===== config.mk =====
export PLATFORM = sky130hd
export DESIGN_NAME = uart_rx_byte
export DESIGN_NICKNAME = d
export VERILOG_FILES = /design/src/rtl/uart_rx_byte_pkg.sv /design/src/rtl/uart_rx_byte_sync_2ff.sv /design/src/rtl/uart_rx_byte.sv
export SDC_FILE = /design/constraint.sdc
export NUM_CORES = 1
export LEC_CHECK = 0
export BUFFER_PORTS_ARGS = -buffer_cell sky130_fd_sc_hd__buf_2
export CAP_MARGIN = 20
export CORE_UTILIZATION = 51
export CTS_CLUSTER_DIAMETER = 80
export CTS_CLUSTER_SIZE = 20
export DETAILED_ROUTE_END_ITERATION = 8
export GPL_TIMING_DRIVEN = 0
export PLACE_DENSITY = 0.8
export SLEW_MARGIN = 20
export SYNTH_ARGS = -nofsm -noshare
export SYNTH_HDL_FRONTEND = slang
export SYNTH_SLANG_ARGS = --single-unit

===== constraint.sdc =====
create_clock -name clk -period 1.5 [get_ports clk]
set_input_delay 0.15 -clock clk [delete_from_list [all_inputs] [get_ports clk]]
set_output_delay 0.15 -clock clk [all_outputs]
set_load 0.05 [all_outputs]

===== src/rtl/uart_rx_byte_pkg.sv =====
// Shared constants for the UART receive path.
//   - UART_DATA_BITS     : data bits per 8N1 frame
//   - UART_CLKS_PER_BIT  : default baud divider (50 MHz / 115200); the RX
//                          block and a future TX block share this constant
//   - state_t / ST_*     : 3-bit receiver state encodings
package uart_rx_byte_pkg;

  localparam int UART_DATA_BITS    = 8;
  localparam int UART_CLKS_PER_BIT = 434;

  typedef logic [2:0] state_t;

  localparam state_t ST_IDLE      = 3'd0;
  localparam state_t ST_START     = 3'd1;
  localparam state_t ST_DATA      = 3'd2;
  localparam state_t ST_STOP      = 3'd3;
  localparam state_t ST_WAIT_HIGH = 3'd4;

endpackage


===== src/rtl/uart_rx_byte_sync_2ff.sv =====
// Two-flop synchronizer for a single asynchronous input bit.
// Ports:
//   clk   : destination clock
//   reset : synchronous, active-high; both flops load RESET_VAL
//   i_d   : asynchronous input
//   o_q   : synchronized output (2 cycles of latency)
module uart_rx_byte_sync_2ff #(
  parameter logic RESET_VAL = 1'b1
) (
  input  logic clk,
  input  logic reset,
  input  logic i_d,
  output logic o_q
);

  logic r_meta;
  logic r_sync;

  always_ff @(posedge clk) begin
    if (reset) begin
      r_meta <= RESET_VAL;
      r_sync <= RESET_VAL;
    end else begin
      r_meta <= i_d;
      r_sync <= r_meta;
    end
  end

  assign o_q = r_sync;

endmodule


===== src/rtl/uart_rx_byte.sv =====
// 8N1 UART receiver feeding the program-load path.
// Each correctly framed byte appears on o_data_out with a one-cycle
// o_data_valid strobe; a low stop bit gives a one-cycle o_frame_err pulse
// and leaves o_data_out untouched.
// Ports:
//   clk          : system clock
//   reset        : synchronous, active-high reset
//   i_rx         : asynchronous serial line, idles high
//   o_data_out   : last correctly received byte (held until the next one)
//   o_data_valid : one-cycle pulse, o_data_out is new
//   o_frame_err  : one-cycle pulse, stop bit sampled low
//   o_busy       : high whenever the receiver is not in IDLE
//
// Handshake: o_data_valid is a pure strobe with no ready/back-pressure;
// the consumer must take o_data_out on (or any time after) the cycle the
// strobe is high, before the next strobe.
module uart_rx_byte
  import uart_rx_byte_pkg::*;
#(
  parameter int CLKS_PER_BIT = UART_CLKS_PER_BIT,
  parameter int CNT_W        = $clog2(CLKS_PER_BIT)
) (
  input  logic                      clk,
  input  logic                      reset,
  input  logic                      i_rx,
  output logic [UART_DATA_BITS-1:0] o_data_out,
  output logic                      o_data_valid,
  output logic                      o_frame_err,
  output logic                      o_busy
);

  // Last counter value before a sample point: half a bit for the start
  // bit (lands mid-bit), a full bit for data and stop bits.
  localparam logic [CNT_W-1:0] HALF_LAST = CNT_W'(CLKS_PER_BIT / 2 - 1);
  localparam logic [CNT_W-1:0] BIT_LAST  = CNT_W'(CLKS_PER_BIT - 1);
  localparam logic [2:0]       IDX_LAST  = 3'(UART_DATA_BITS - 1);

  logic                      w_rx_s;

  state_t                    r_state;
  logic [CNT_W-1:0]          r_cnt;
  logic [2:0]                r_idx;
  logic [UART_DATA_BITS-1:0] r_shift;
  logic [UART_DATA_BITS-1:0] r_data;
  logic                      r_valid;
  logic                      r_ferr;
  logic                      r_busy;

  state_t                    w_state_next;
  logic [CNT_W-1:0]          w_cnt_next;
  logic [2:0]                w_idx_next;
  logic [UART_DATA_BITS-1:0] w_shift_next;

  logic                      w_stop_point;
  logic                      w_valid_next;
  logic                      w_ferr_next;
  logic [UART_DATA_BITS-1:0] w_data_next;
  logic                      w_busy_next;

  uart_rx_byte_sync_2ff #(
    .RESET_VAL (1'b1)
  ) u_sync (
    .clk   (clk),
    .reset (reset),
    .i_d   (i_rx),
    .o_q   (w_rx_s)
  );

  // State register plus the datapath and registered outputs.
  always_ff @(posedge clk) begin
    if (reset) begin
      r_state <= ST_IDLE;
      r_cnt   <= '0;
      r_idx   <= '0;
      r_shift <= '0;
      r_data  <= '0;
      r_valid <= 1'b0;
      r_ferr  <= 1'b0;
      r_busy  <= 1'b0;
    end else begin
      r_state <= w_state_next;
      r_cnt   <= w_cnt_next;
      r_idx   <= w_idx_next;
      r_shift <= w_shift_next;
      r_data  <= w_data_next;
      r_valid <= w_valid_next;
      r_ferr  <= w_ferr_next;
      r_busy  <= w_busy_next;
    end
  end

  // Next-state logic. The counter returns to 0 at every sample point so it
  // never runs past BIT_LAST.
  always_comb begin
    w_state_next = r_state;
    w_cnt_next   = r_cnt;
    w_idx_next   = r_idx;
    w_shift_next = r_shift;
    case (r_state)
      ST_IDLE: begin
        w_cnt_next = '0;
        if (!w_rx_s) begin
          w_state_next = ST_START;
        end
      end
      ST_START: begin
        if (r_cnt == HALF_LAST) begin
          w_cnt_next   = '0;
          w_idx_next   = '0;
          // Line back high at mid start bit means it was a glitch.
          w_state_next = w_rx_s ? ST_IDLE : ST_DATA;
        end else begin
          w_cnt_next = r_cnt + CNT_W'(1);
        end
      end
      ST_DATA: begin
        if (r_cnt == BIT_LAST) begin
          w_cnt_next = '0;
          // LSB arrives first; shifting right leaves it in bit 0 at the end.
          w_shift_next = {w_rx_s, r_shift[UART_DATA_BITS-1:1]};
          if (r_idx == IDX_LAST) begin
            w_state_next = ST_STOP;
          end else begin
            w_idx_next = r_idx + 3'd1;
          end
        end else begin
          w_cnt_next = r_cnt + CNT_W'(1);
        end
      end
      ST_STOP: begin
        if (r_cnt == BIT_LAST) begin
          w_cnt_next = '0;
          // Returning to IDLE at mid stop bit leaves half a bit to catch a
          // back-to-back start edge.
          w_state_next = w_rx_s ? ST_IDLE : ST_WAIT_HIGH;
        end else begin
          w_cnt_next = r_cnt + CNT_W'(1);
        end
      end
      ST_WAIT_HIGH: begin
        // Absorbs a break so it reports one frame error and no bytes.
        w_cnt_next = '0;
        if (w_rx_s) begin
          w_state_next = ST_IDLE;
        end
      end
      default: begin
        w_state_next = ST_IDLE;
        w_cnt_next   = '0;
      end
    endcase
  end

  // Output logic: values registered into the output flops above.
  always_comb begin
    w_stop_point = (r_state == ST_STOP) && (r_cnt == BIT_LAST);
    w_valid_next = w_stop_point && w_rx_s;
    w_ferr_next  = w_stop_point && !w_rx_s;
    w_data_next  = w_valid_next ? r_shift : r_data;
    w_busy_next  = (w_state_next != ST_IDLE);
  end

  assign o_data_out   = r_data;
  assign o_data_valid = r_valid;
  assign o_frame_err  = r_ferr;
  assign o_busy       = r_busy;

endmodule


Yosys cells after proc, flatten, opt, wreduce, memory -nomap -nowiden:

Cells that the tools add are included.

* flip-flop bits (word level): 36
* input port bits: 3
* output and inout port bits: 11
* word-level logic and storage cells: 48

* $add $sub $neg: 2
* equal/unequal tests: 10
* muxes and demuxes: 16
* reduce and logical (&&, ||, !) cells: 10

Operators by type and width (number)
* two-way mux 3 bit: 10
* two-way mux 9 bit: 2
* one-hot mux 9 bit (2 select lines): 1
* one-hot mux 3 bit (5 select lines): 1
* adder 9 x 1 -> 9 bit (second input constant): 1
* == test 9 x 8 -> 1 bit (second input constant): 1
* == test 9 bit (second input constant): 1
* == test 3 x 2 -> 1 bit (second input constant): 2
* == test 3 bit (second input constant): 2
* != test 2 bit (second input constant): 3
* one-hot mux 3 bit (2 select lines): 1
* AND reduction 4 bit: 1
* adder 3 x 1 -> 3 bit (second input constant): 1
* == test 3 x 1 -> 1 bit (second input constant): 1
* logical AND 1 bit: 3
* logical NOT 3 bit: 1
* nonzero test 3 bit: 1
* two-way mux 2 bit: 1
* AND reduction 2 bit: 1
* nonzero test 2 bit: 1
* OR reduction 2 bit: 1
* logical NOT 1 bit: 1

Logic depth before layout (Yosys ltp):

Gate-level depths: netlist of the first run.

* depth in word-level cells: 5
* gate-level depth with buffers: 7
* depth with buffers taken out: 6

Cells and area by module:

From an unflattened synthesis of the first run, not the netlist that was laid out.

* cell total of the unflattened synthesis: 157
* area, all modules: 1535.2 um^2

By module, submodules not included
* uart_rx_byte: instances 1, cells an instance 153, area an instance 1482.7 um^2, sequential area each 680.7 um^2
* uart_rx_byte_sync_2ff: instances 1, cells an instance 4, area an instance 52.6 um^2, sequential area each 40.0 um^2

Worst setup path after synthesis of the first run:

No wires, ideal clock.

* path type: register to register
* from: register r_cnt[0]
* to: register r_shift[5]
* library setup time: 0.128 ns
* arrival time: 1.484 ns
* required time: 1.372 ns
* setup slack: -0.112 ns
* stages on the path, launching flop included: 7
* buffers on the path: 1
* clock period less this slack: 1.612 ns
* path through: dfxtp_1 ha_1 nand4bb_1 or3_1 buf_4 mux2i_1 nor2_1

* word-level cells in the longest chain between the ends: 2

Ends and longest elaborated chain
* from (decl): RTL line uart_rx_byte.sv:41 `logic [CNT_W-1:0] r_cnt;`
* from (signal assigned): RTL line uart_rx_byte.sv:82 `r_cnt <= w_cnt_next;`
* == test 9 bit: RTL line uart_rx_byte.sv:117 `if (r_cnt == BIT_LAST) begin`
* AND reduction 2 bit (no line)
* to (signal assigned): RTL line uart_rx_byte.sv:84 `r_shift <= w_shift_next;`
* to (decl): RTL line uart_rx_byte.sv:43 `logic [UART_DATA_BITS-1:0] r_shift;`

Every way passes these cells.
A chain may end at the register's enable or synchronous reset.

Final worst setup path of the first run:

* from: register r_state[0]
* to: register r_shift[0]

* word-level cells in the longest chain between the ends: 2

Ends and longest elaborated chain
* from (decl): RTL line uart_rx_byte.sv:40 `state_t r_state;`
* from (signal assigned): RTL line uart_rx_byte.sv:81 `r_state <= w_state_next;`
* == test 3 x 2 -> 1 bit: RTL line uart_rx_byte.sv:99 `case (r_state)`
* AND reduction 2 bit (no line)

Every way passes these cells.

==> impl_metrics.ini, run 1 <==
[worst_setup_path]
crit_chain = or3b_4, or3_4, buf_6, mux2i_1, nor2_1
crit_buf_inv = 1
rrSetupSlack_ns = -0.13
cp_top_family = simple AND/OR/NAND/NOR gates
cp-start-kind = flip-flop
endpoint_kind = flip-flop
cpMaxStageDelayCell = or3_4
path_max_fanout = 5
crit_required_ns = 1.73
worstSetupPathType = reg2reg
crit_path_start = r_state[0]$_SDFF_PP0_
critPathMaxStageDelay_ns = 0.40
rr_startpoint = r_state[0]$_SDFF_PP0_
critPathArrivalTime_ns = 1.87

[synth]
synth_top_family_by_area = simple AND/OR/NAND/NOR gates
synth_edf_count = 0
synthTopCellsByArea = dfxtp_1 47%, mux2i_1 10%, nor2_1 6.3%
synthesis.nets = 166
synthXorXnorAreaFrac_pct = 3.984
netlist_area_um2 = 1539
synthFlopType = dfxtp_1
synth_cells = 158
avgSynthCellArea_um2 = 9.740
async_flop_share_pct = 0
synthAdderAreaFrac_pct = 4.065
yosysTopAreaCell = dfxtp_1
synth_mux_area_share_pct = 10.41
synth_seq_area_share_pct = 46.83
synth-seq-cells = 36
synth-simple-area-share_pct = 25.20
ys_warn_count = 0
synth_cell_type_count = 37
synth_compound_area_share_pct = 6.098
synth.top_cell.area_share_pct = 46.83

[status]
outcome = finished with violations
failed_checks = negative setup slack

[power_and_ir_drop]
p_total_uw = 1718
p_leak_uw = 0.0008674
ir_worst_vdd_uv = 788.9
powerDensity_nw_per_um2 = 821.1

[layout]
drive_above_1_share_pct = 38.38
fin_util_pct = 74.58
design_area_um2 = 2092
num-nets-final = 205
fill_cells = 185
final_cell_mix = 26 x nor2_1, 24 x dfxtp_1, 16 x mux2i_1
area_growth_pct = 35.94
n_antenna_cell = 0
final_common_cell = nor2_1

[global_routing]
antenna_found_initial = 0
grt_pass1_wl_um = 5395
gr-usage-all-layers_pct = 22.33
grt_max_degree = 13
grt_pass1_vias = 1244
grt_overflow_total = 0

[clock_tree]
cts-root-buf = clkbuf_4
clock_path_buffers = 2
cts.sinks = 36
path_clk_slew_ns = 0.11
clock_latency_ns = 0.35
cts_buffers = 5
cts_tree = done
h-tree-depth = 2

[floorplan]
core_um2 = 2805
dieArea_um2 = 3241
fp.dieW_um = 56.93
die_h_um = 56.93
io_pins = 14
rows = 19
start_util_pct = 54.86

[min_path]
hp-start = reset
hp-class = in2reg

[timing]
min_period_ns = 1.633
max_clock_freq_mhz = 612.4
slew_viol_final = 0
slew_headroom_pct = 69.40
fin_skew_ns = 0.009221
whs_ns = 0.2103
rsz0062_at_grt = yes
worst_pin_slew_ns = 0.4590
period_share_pct = 108.9
finalSetupTns_ns = -1.691
setup_ws_ns = -0.1330
setup_viol = 21
hold_viol = 0

[routing]
drc = 0
wl_um = 3577
drtIter0Drc = 41
antenna_left = 0
route.vias.total = 1319
dr.pass1.iters = 4
avgViaCountPerCell = 5.760
avgRoutedWirePerCell_um = 15.62

[placement]
dpl-instance-area_um2 = 1683
gp_congestion = 0.8408
hpwl_um = 2003
portBuffers = 12

[job]
drv_cap = 0
[cells in the mapped netlist (3+ instances only)]
cell      count
or2_2         3
clkbuf_1      4
mux2i_1      16
a21oi_1       5
nand4b_1      3
nand3_1       5
nand3b_1      4
nand2_1       4
xor2_1        3
ha_1          5
xnor2_1       4
nor2_1       26
dfxtp_1      36
inv_1         6
nor3_1        3
[cell type report]
cell class	count	area (µm²)	area share (%)
buffer	6	48.80	2.333
clock buffer	5	37.54	1.794
clock inverter	3	42.54	2.033
inverter	6	25.02	1.196
multi-input combinational	110	919.6	43.96
sequential	36	748.2	35.77
tap	31	38.79	1.854
timing repair buffer	32	231.5	11.06
[cells by family (layout without fill, tap and decap cells)]
group           after synthesis  count (layout)
simple gates                 68              68
flops                        36              36
mux                          16              16
compound gates               14              14
buf+inv                      12              52
xor+xnor                      7               7
fa+ha+maj                     5               5
[repair_timing]
action / CTS / global route
gates resized for setup: 29 / 17
endpoints found under the setup margin: 31 / 32
pin swaps: 13 / 8
hold endpoints to repair: 1 / 0
buffers inserted: 11 / 6
gates cloned: 2 / 0
hold buffers: 1 / 0
[flip-flops by register name, indices dropped and copies added (netlist names)]
register	cells
u_sync.o_q	1
r_state	3
o_data_out	8
r_shift	8
u_sync.r_meta	1
o_frame_err	1
o_busy	1
r_cnt	9
o_data_valid	1
r_idx	3
[where the power goes]
group	leakage, µW	internal (µW)	switching (µW)	total [µW]
combinational	0.000528	29.9	40.6	70.5
clock	0.0000412	347	341	688
sequential	0.000298	955	4.19	959
[per-layer routing]
layer	global-route usage, %	up-vias	routed length [µm]	share of wire (%)
met1	26.16	634	1465	41
met4	17.77	0	132	3.7
met2	34.62	42	1833	51
met5	0	-	0	0
li1	-	628	-	-
met3	5.896	15	145	4.1
[per-stage QoR]
| stage | setup slack [ns] | instances |
|---|---|---|
| 2_1_floorplan | -0.02892 | 158 |
| 3_5_place_dp | -0.2698 | 201 |
| 6_report | -0.1330 | 229 |
| 3_3_place_gp | -0.1735 | 201 |
| 4_1_cts | -0.1391 | 223 |
| 5_1_grt | -0.1974 | 229 |
[worst paths after layout]
path | endpoint | cells after the start
setup reg to reg | r_shift[0]$_SDFFE_PP0P_ | 5
hold reg to reg | u_sync.o_q$_SDFF_PP1_ | 1
hold / removal | u_sync.o_q$_SDFF_PP1_ | 2
setup / recovery | r_shift[0]$_SDFFE_PP0P_ | 5
(Power assumes the default switching activity.)
==> run 2, diff against run 1 <==
--- a/config.mk
+++ b/config.mk
@@ -7,12 +7,12 @@
 export LEC_CHECK = 0
 export BUFFER_PORTS_ARGS = -buffer_cell sky130_fd_sc_hd__buf_2
 export CAP_MARGIN = 20
-export CORE_UTILIZATION = 51
+export CORE_UTILIZATION = 47
 export CTS_CLUSTER_DIAMETER = 80
 export CTS_CLUSTER_SIZE = 20
 export DETAILED_ROUTE_END_ITERATION = 8
 export GPL_TIMING_DRIVEN = 0
-export PLACE_DENSITY = 0.8
+export PLACE_DENSITY = 0.75
 export SLEW_MARGIN = 20
 export SYNTH_ARGS = -nofsm -noshare
 export SYNTH_HDL_FRONTEND = slang
==> run 2 against run 1 <==
Against the previous run:
- the run still ends with negative setup slack left
- critical path type unchanged
- clock power fell by 20%
- wire length decreased by 4.9%
- sequential power barely moved
- clock skew up 0.0069 ns
- highest routed layer unchanged
- worst setup slack worse by 0.043 ns
- largest power group unchanged
- via count shrank 4.8%
- cell count is 3.1% higher
==> impl_metrics.ini, run 2 (synthesized netlist as in run 1, its figures left out) <==
[status]
failed_checks = negative setup slack
outcome = finished with violations

[placement]
pre_cts_ws_ns = -0.2123
portBuffers = 12
hpwl_um = 2121
dpl-instance-area_um2 = 1699
gp_congestion = 0.8761

[floorplan]
rows = 20
fp.dieW_um = 59.22
io_pins = 14
start_util_pct = 50.00
dieArea_um2 = 3507
core_um2 = 3078
die_h_um = 59.22

[timing]
hold_viol = 0
whs_ns = 0.2901
max_clock_freq_mhz = 596.7
slew_headroom_pct = 71.10
period_share_pct = 111.7
finalSetupTns_ns = -2.123
fin_skew_ns = 0.01614
setup_ws_ns = -0.1760
min_period_ns = 1.676
rsz0062_at_grt = yes
setup_viol = 22
worst_pin_slew_ns = 0.4335
slew_viol_final = 0

[routing]
drc = 0
antenna_left = 0
avgRoutedWirePerCell_um = 14.42
route.vias.total = 1256
dr.pass1.iters = 4
wl_um = 3402
avgViaCountPerCell = 5.322
drtIter0Drc = 89

[worst_setup_path]
critPathArrivalTime_ns = 1.89
worstSetupPathType = reg2reg
path_max_fanout = 6
rrSetupSlack_ns = -0.18
crit_required_ns = 1.71
cp-start-kind = flip-flop
endpoint_kind = flip-flop

[layout]
n_antenna_cell = 0
fill_cells = 253
drive_above_1_share_pct = 35.94
layout.area.seq_um2 = 745.7
fin_util_pct = 65.73
final_cell_mix = 26 x dfxtp_1, 22 x nor2_1, 16 x mux2i_1
largest_register_ffs = 9
regMostFlops = r_cnt
design_area_um2 = 2023
final_common_cell = dfxtp_1
multi_input_area_um2 = 932.1
num-nets-final = 199
area_growth_pct = 31.46

[power_and_ir_drop]
p_seq_share_pct = 60.8
power.switching_uw = 368.8
ir_worst_vdd_uv = 660.8
clock_power_share_pct = 35.0
intPower_uw = 1211
p_comb_share_pct = 4.2
swShare_pct = 23.34
p_leak_uw = 0.0008043
powerDensity_nw_per_um2 = 780.9

[global_routing]
antenna_found_initial = 0
grt_max_degree = 12
grt_most_used_layer = met2
use_met2_pct = 34.35
gr-usage-all-layers_pct = 20.59
use_met3_pct = 4.803
grt_pass1_wl_um = 5306
grt_overflow_total = 0
grt_pass1_vias = 1226
groute.layer.met1.usage_pct = 23.31

[clock_tree]
cts_buffers = 5
cts-root-buf = clkbuf_4
h-tree-depth = 2
clock_latency_ns = 0.35
cts.sinks = 36
clock_path_buffers = 2
path_clk_slew_ns = 0.12
cts_tree = done

[job]
drv_cap = 0

[min_path]
hp-class = in2reg
==> run 2: changes by cell type in the layout (fill, tap and decap cells not counted), moves of 2 or more <==
cell	delta
nor2_4	+3
dfxtp_2	-2
buf_4	-2
a21o_4	+2
nor2_1	-4
buf_6	-4
dfxtp_1	+2
==> run 2: worst paths after layout <==
check | startpoint | endpoint | depth (start not counted)
min reg2reg | u_sync.r_meta$_SDFF_PP1_ | u_sync.o_q$_SDFF_PP1_ | 1
max | r_state[0]$_SDFF_PP0_ | r_shift[2]$_SDFFE_PP0P_ | 5
min | reset | o_data_valid$_SDFF_PP0_ | 3
max reg2reg | r_state[0]$_SDFF_PP0_ | r_shift[2]$_SDFFE_PP0P_ | 5
==> run 2: what timing repair did <==
item                       CTS  global route
gates resized for setup     20            23
hold buffers                 1             0
pin swaps                    3             9
hold endpoints to repair     1             0
gates cloned                 2             1
buffers inserted             7             4
setup endpoints to repair   31            30
==> run 2: worst max-delay path: stages (launching register included) <==
cell and delay (ns):
dfxtp_4 0.39, or3b_4 0.38, or3_4 0.40, buf_6 0.15
mux2i_1 0.16, nor2_1 0.06
==> run 2: cell type report <==
class / instances / share of cell area (%)
multi-input cells: 111 / 46.07
clock inverters: 1 / 0.3711
plain buffers: 5 / 1.670
clock buffers: 7 / 2.721
flip-flops and latches: 36 / 36.86
repair buffers: 26 / 8.472
well taps: 44 / 2.721
inverters: 6 / 1.113
==> run 2: metrics by stage <==
step	power [µW]	std cells
detailed placement	1038	214
global route	1637	236
finish	1580	236
global placement	1036	214
floorplan	1026	158
CTS	1584	232
==> run 2: power groups by stage <==
| stage | logic (µW) | clock network [µW] | registers (µW) |
|---|---|---|---|
| after floorplan | 30.7 | 0 | 995 |
| after global placement | 46.1 | 0 | 990 |
| after detailed placement | 47.4 | 0 | 991 |
| after CTS | 54.4 | 565 | 965 |
| after global routing | 71.2 | 603 | 963 |
| final | 65.9 | 553 | 961 |
==> run 2: layer usage <==
layer  vias to the layer above  wire length, µm
met2                        27             1752
met1                       593             1456
met4                         0              104
met3                        13               89
met5                         -                0
li1                        623                -
==> run 3, diff against run 2 <==
--- a/config.mk
+++ b/config.mk
@@ -7,12 +7,12 @@
 export LEC_CHECK = 0
 export BUFFER_PORTS_ARGS = -buffer_cell sky130_fd_sc_hd__buf_2
 export CAP_MARGIN = 20
-export CORE_UTILIZATION = 47
+export CORE_UTILIZATION = 50
 export CTS_CLUSTER_DIAMETER = 80
 export CTS_CLUSTER_SIZE = 20
 export DETAILED_ROUTE_END_ITERATION = 8
 export GPL_TIMING_DRIVEN = 0
-export PLACE_DENSITY = 0.75
+export PLACE_DENSITY = 0.79
 export SLEW_MARGIN = 20
 export SYNTH_ARGS = -nofsm -noshare
 export SYNTH_HDL_FRONTEND = slang
==> run 3 against run 2 <==
Against the previous run:
- the run still ends with negative setup slack left
- power shrank 5.3%
- sequential share of layout area grew 0.63 points
- largest cell class unchanged
- largest power group unchanged
- die area shrank 5.8%
- combinational power shrank 5.2%
==> impl_metrics.ini, run 3 (synthesized netlist as in run 1, its figures left out) <==
[global_routing]
grt_max_degree = 11
grt_overflow_total = 0
gr-usage-all-layers_pct = 20.91
grt_pass1_vias = 1195
antenna_found_initial = 0
grt_pass1_wl_um = 5133

[layout]
regMostFlops = r_cnt
n_antenna_cell = 0
layout.area.seq_um2 = 744.5
largest_register_ffs = 9
drive_above_1_share_pct = 34.90
design_area_um2 = 1986
final_cell_mix = 25 x nor2_1, 25 x dfxtp_1, 16 x mux2i_1
fin_util_pct = 70.19
multi_input_area_um2 = 905.9
num-nets-final = 200
fill_cells = 203
area_growth_pct = 29.02

[min_path]
hp-class = in2reg

[clock_tree]
h-tree-depth = 2
clock_latency_ns = 0.34
path_clk_slew_ns = 0.10
cts-root-buf = clkbuf_4
cts_buffers = 5
cts.sinks = 36
cts_tree = done
clock_path_buffers = 2

[placement]
hpwl_um = 2025
dpl-instance-area_um2 = 1683
gp_congestion = 0.8446
pre_cts_ws_ns = -0.2424
portBuffers = 12

[floorplan]
start_util_pct = 54.40
rows = 19
io_pins = 14
die_h_um = 57.48
fp.dieW_um = 57.48
core_um2 = 2829
dieArea_um2 = 3304

[routing]
route.vias.total = 1230
dr.pass1.iters = 4
drc = 0
drtIter0Drc = 32
avgViaCountPerCell = 5.516
antenna_left = 0
avgRoutedWirePerCell_um = 14.76
wl_um = 3291

[status]
failed_checks = negative setup slack
outcome = finished with violations

[timing]
setup_ws_ns = -0.1619
setup_viol = 22
hold_viol = 0
period_share_pct = 110.8
worst_pin_slew_ns = 0.4538
min_period_ns = 1.662
fin_skew_ns = 0.004876
rsz0062_at_grt = yes
slew_viol_final = 0
slew_headroom_pct = 69.75
max_clock_freq_mhz = 601.7

[worst_setup_path]
path_max_fanout = 6
cp-start-kind = flip-flop
endpoint_kind = flip-flop
crit_required_ns = 1.72
worstSetupPathType = reg2reg
critPathArrivalTime_ns = 1.88

[power_and_ir_drop]
powerDensity_nw_per_um2 = 753.1
ir_worst_vdd_uv = 620.6
p_leak_uw = 0.0008159

[job]
drv_cap = 0
run 3: worst paths after layout:
| check | start | cells past startpoint | slack [ns] | to |
|---|---|---|---|---|
| worst max-delay path | r_state[0]$_SDFF_PP0_ | 5 | -0.16 | r_shift[0]$_SDFFE_PP0P_ |
| worst min-delay path | reset | 2 | 0.21 | u_sync.o_q$_SDFF_PP1_ |
| worst min register to register | u_sync.r_meta$_SDFF_PP1_ | 1 | 0.41 | u_sync.o_q$_SDFF_PP1_ |
| worst max register to register | r_state[0]$_SDFF_PP0_ | 5 | -0.16 | r_shift[0]$_SDFFE_PP0P_ |
run 3: metrics by stage:
stage	total power, µW	cells	hold WS (ns)	setup TNS [ns]
global placement	1036	201	0.3428	-3.421
floorplan	1026	158	0.2566	-0.2288
CTS	1506	219	0.1869	-2.513
detailed placement	1037	201	0.3423	-5.555
finish	1495	223	0.2143	-2.139
global route	1555	223	0.2237	-4.070
run 3: final cells by class:
type	instances	area share, %
Clock inverter	1	0.2520
Timing Repair Buffer	28	9.767
Sequential cell	36	37.49
Inverter	6	1.134
Buffer	5	1.701
Clock buffer	6	2.079
Multi-Input combinational cell	110	45.62
Tap cell	31	1.953
run 3: worst max-delay path, stage by stage, from the launching register on:
cell     delay [ns]
dfxtp_4        0.37
or3b_4         0.38
or3_4          0.40
buf_6          0.15
mux2i_1        0.17
nor2_1         0.06
run 3: routing by layer:
layer  share of wire, %  vias up  global-route usage [%]
met4                1.3        0                   10.10
met2                 52       17                   34.22
li1                   -      621                       -
met5                  0        -                       0
met3                3.3        5                   7.710
met1                 44      587                   24.07
run 3: power by group:
group,switching [µW],total [µW],internal [µW]
logic,35.8,62.5,26.7
clock network,299,471,172
registers,5.79,962,956
total,340,1500,1160
run 3: what timing repair did:
item	CTS	global route
setup buffers	8	5
gates resized for setup	19	19
hold endpoints to repair	1	0
setup endpoints to repair	31	31
pin swaps	3	12
gates cloned	2	0
hold buffers	1	0
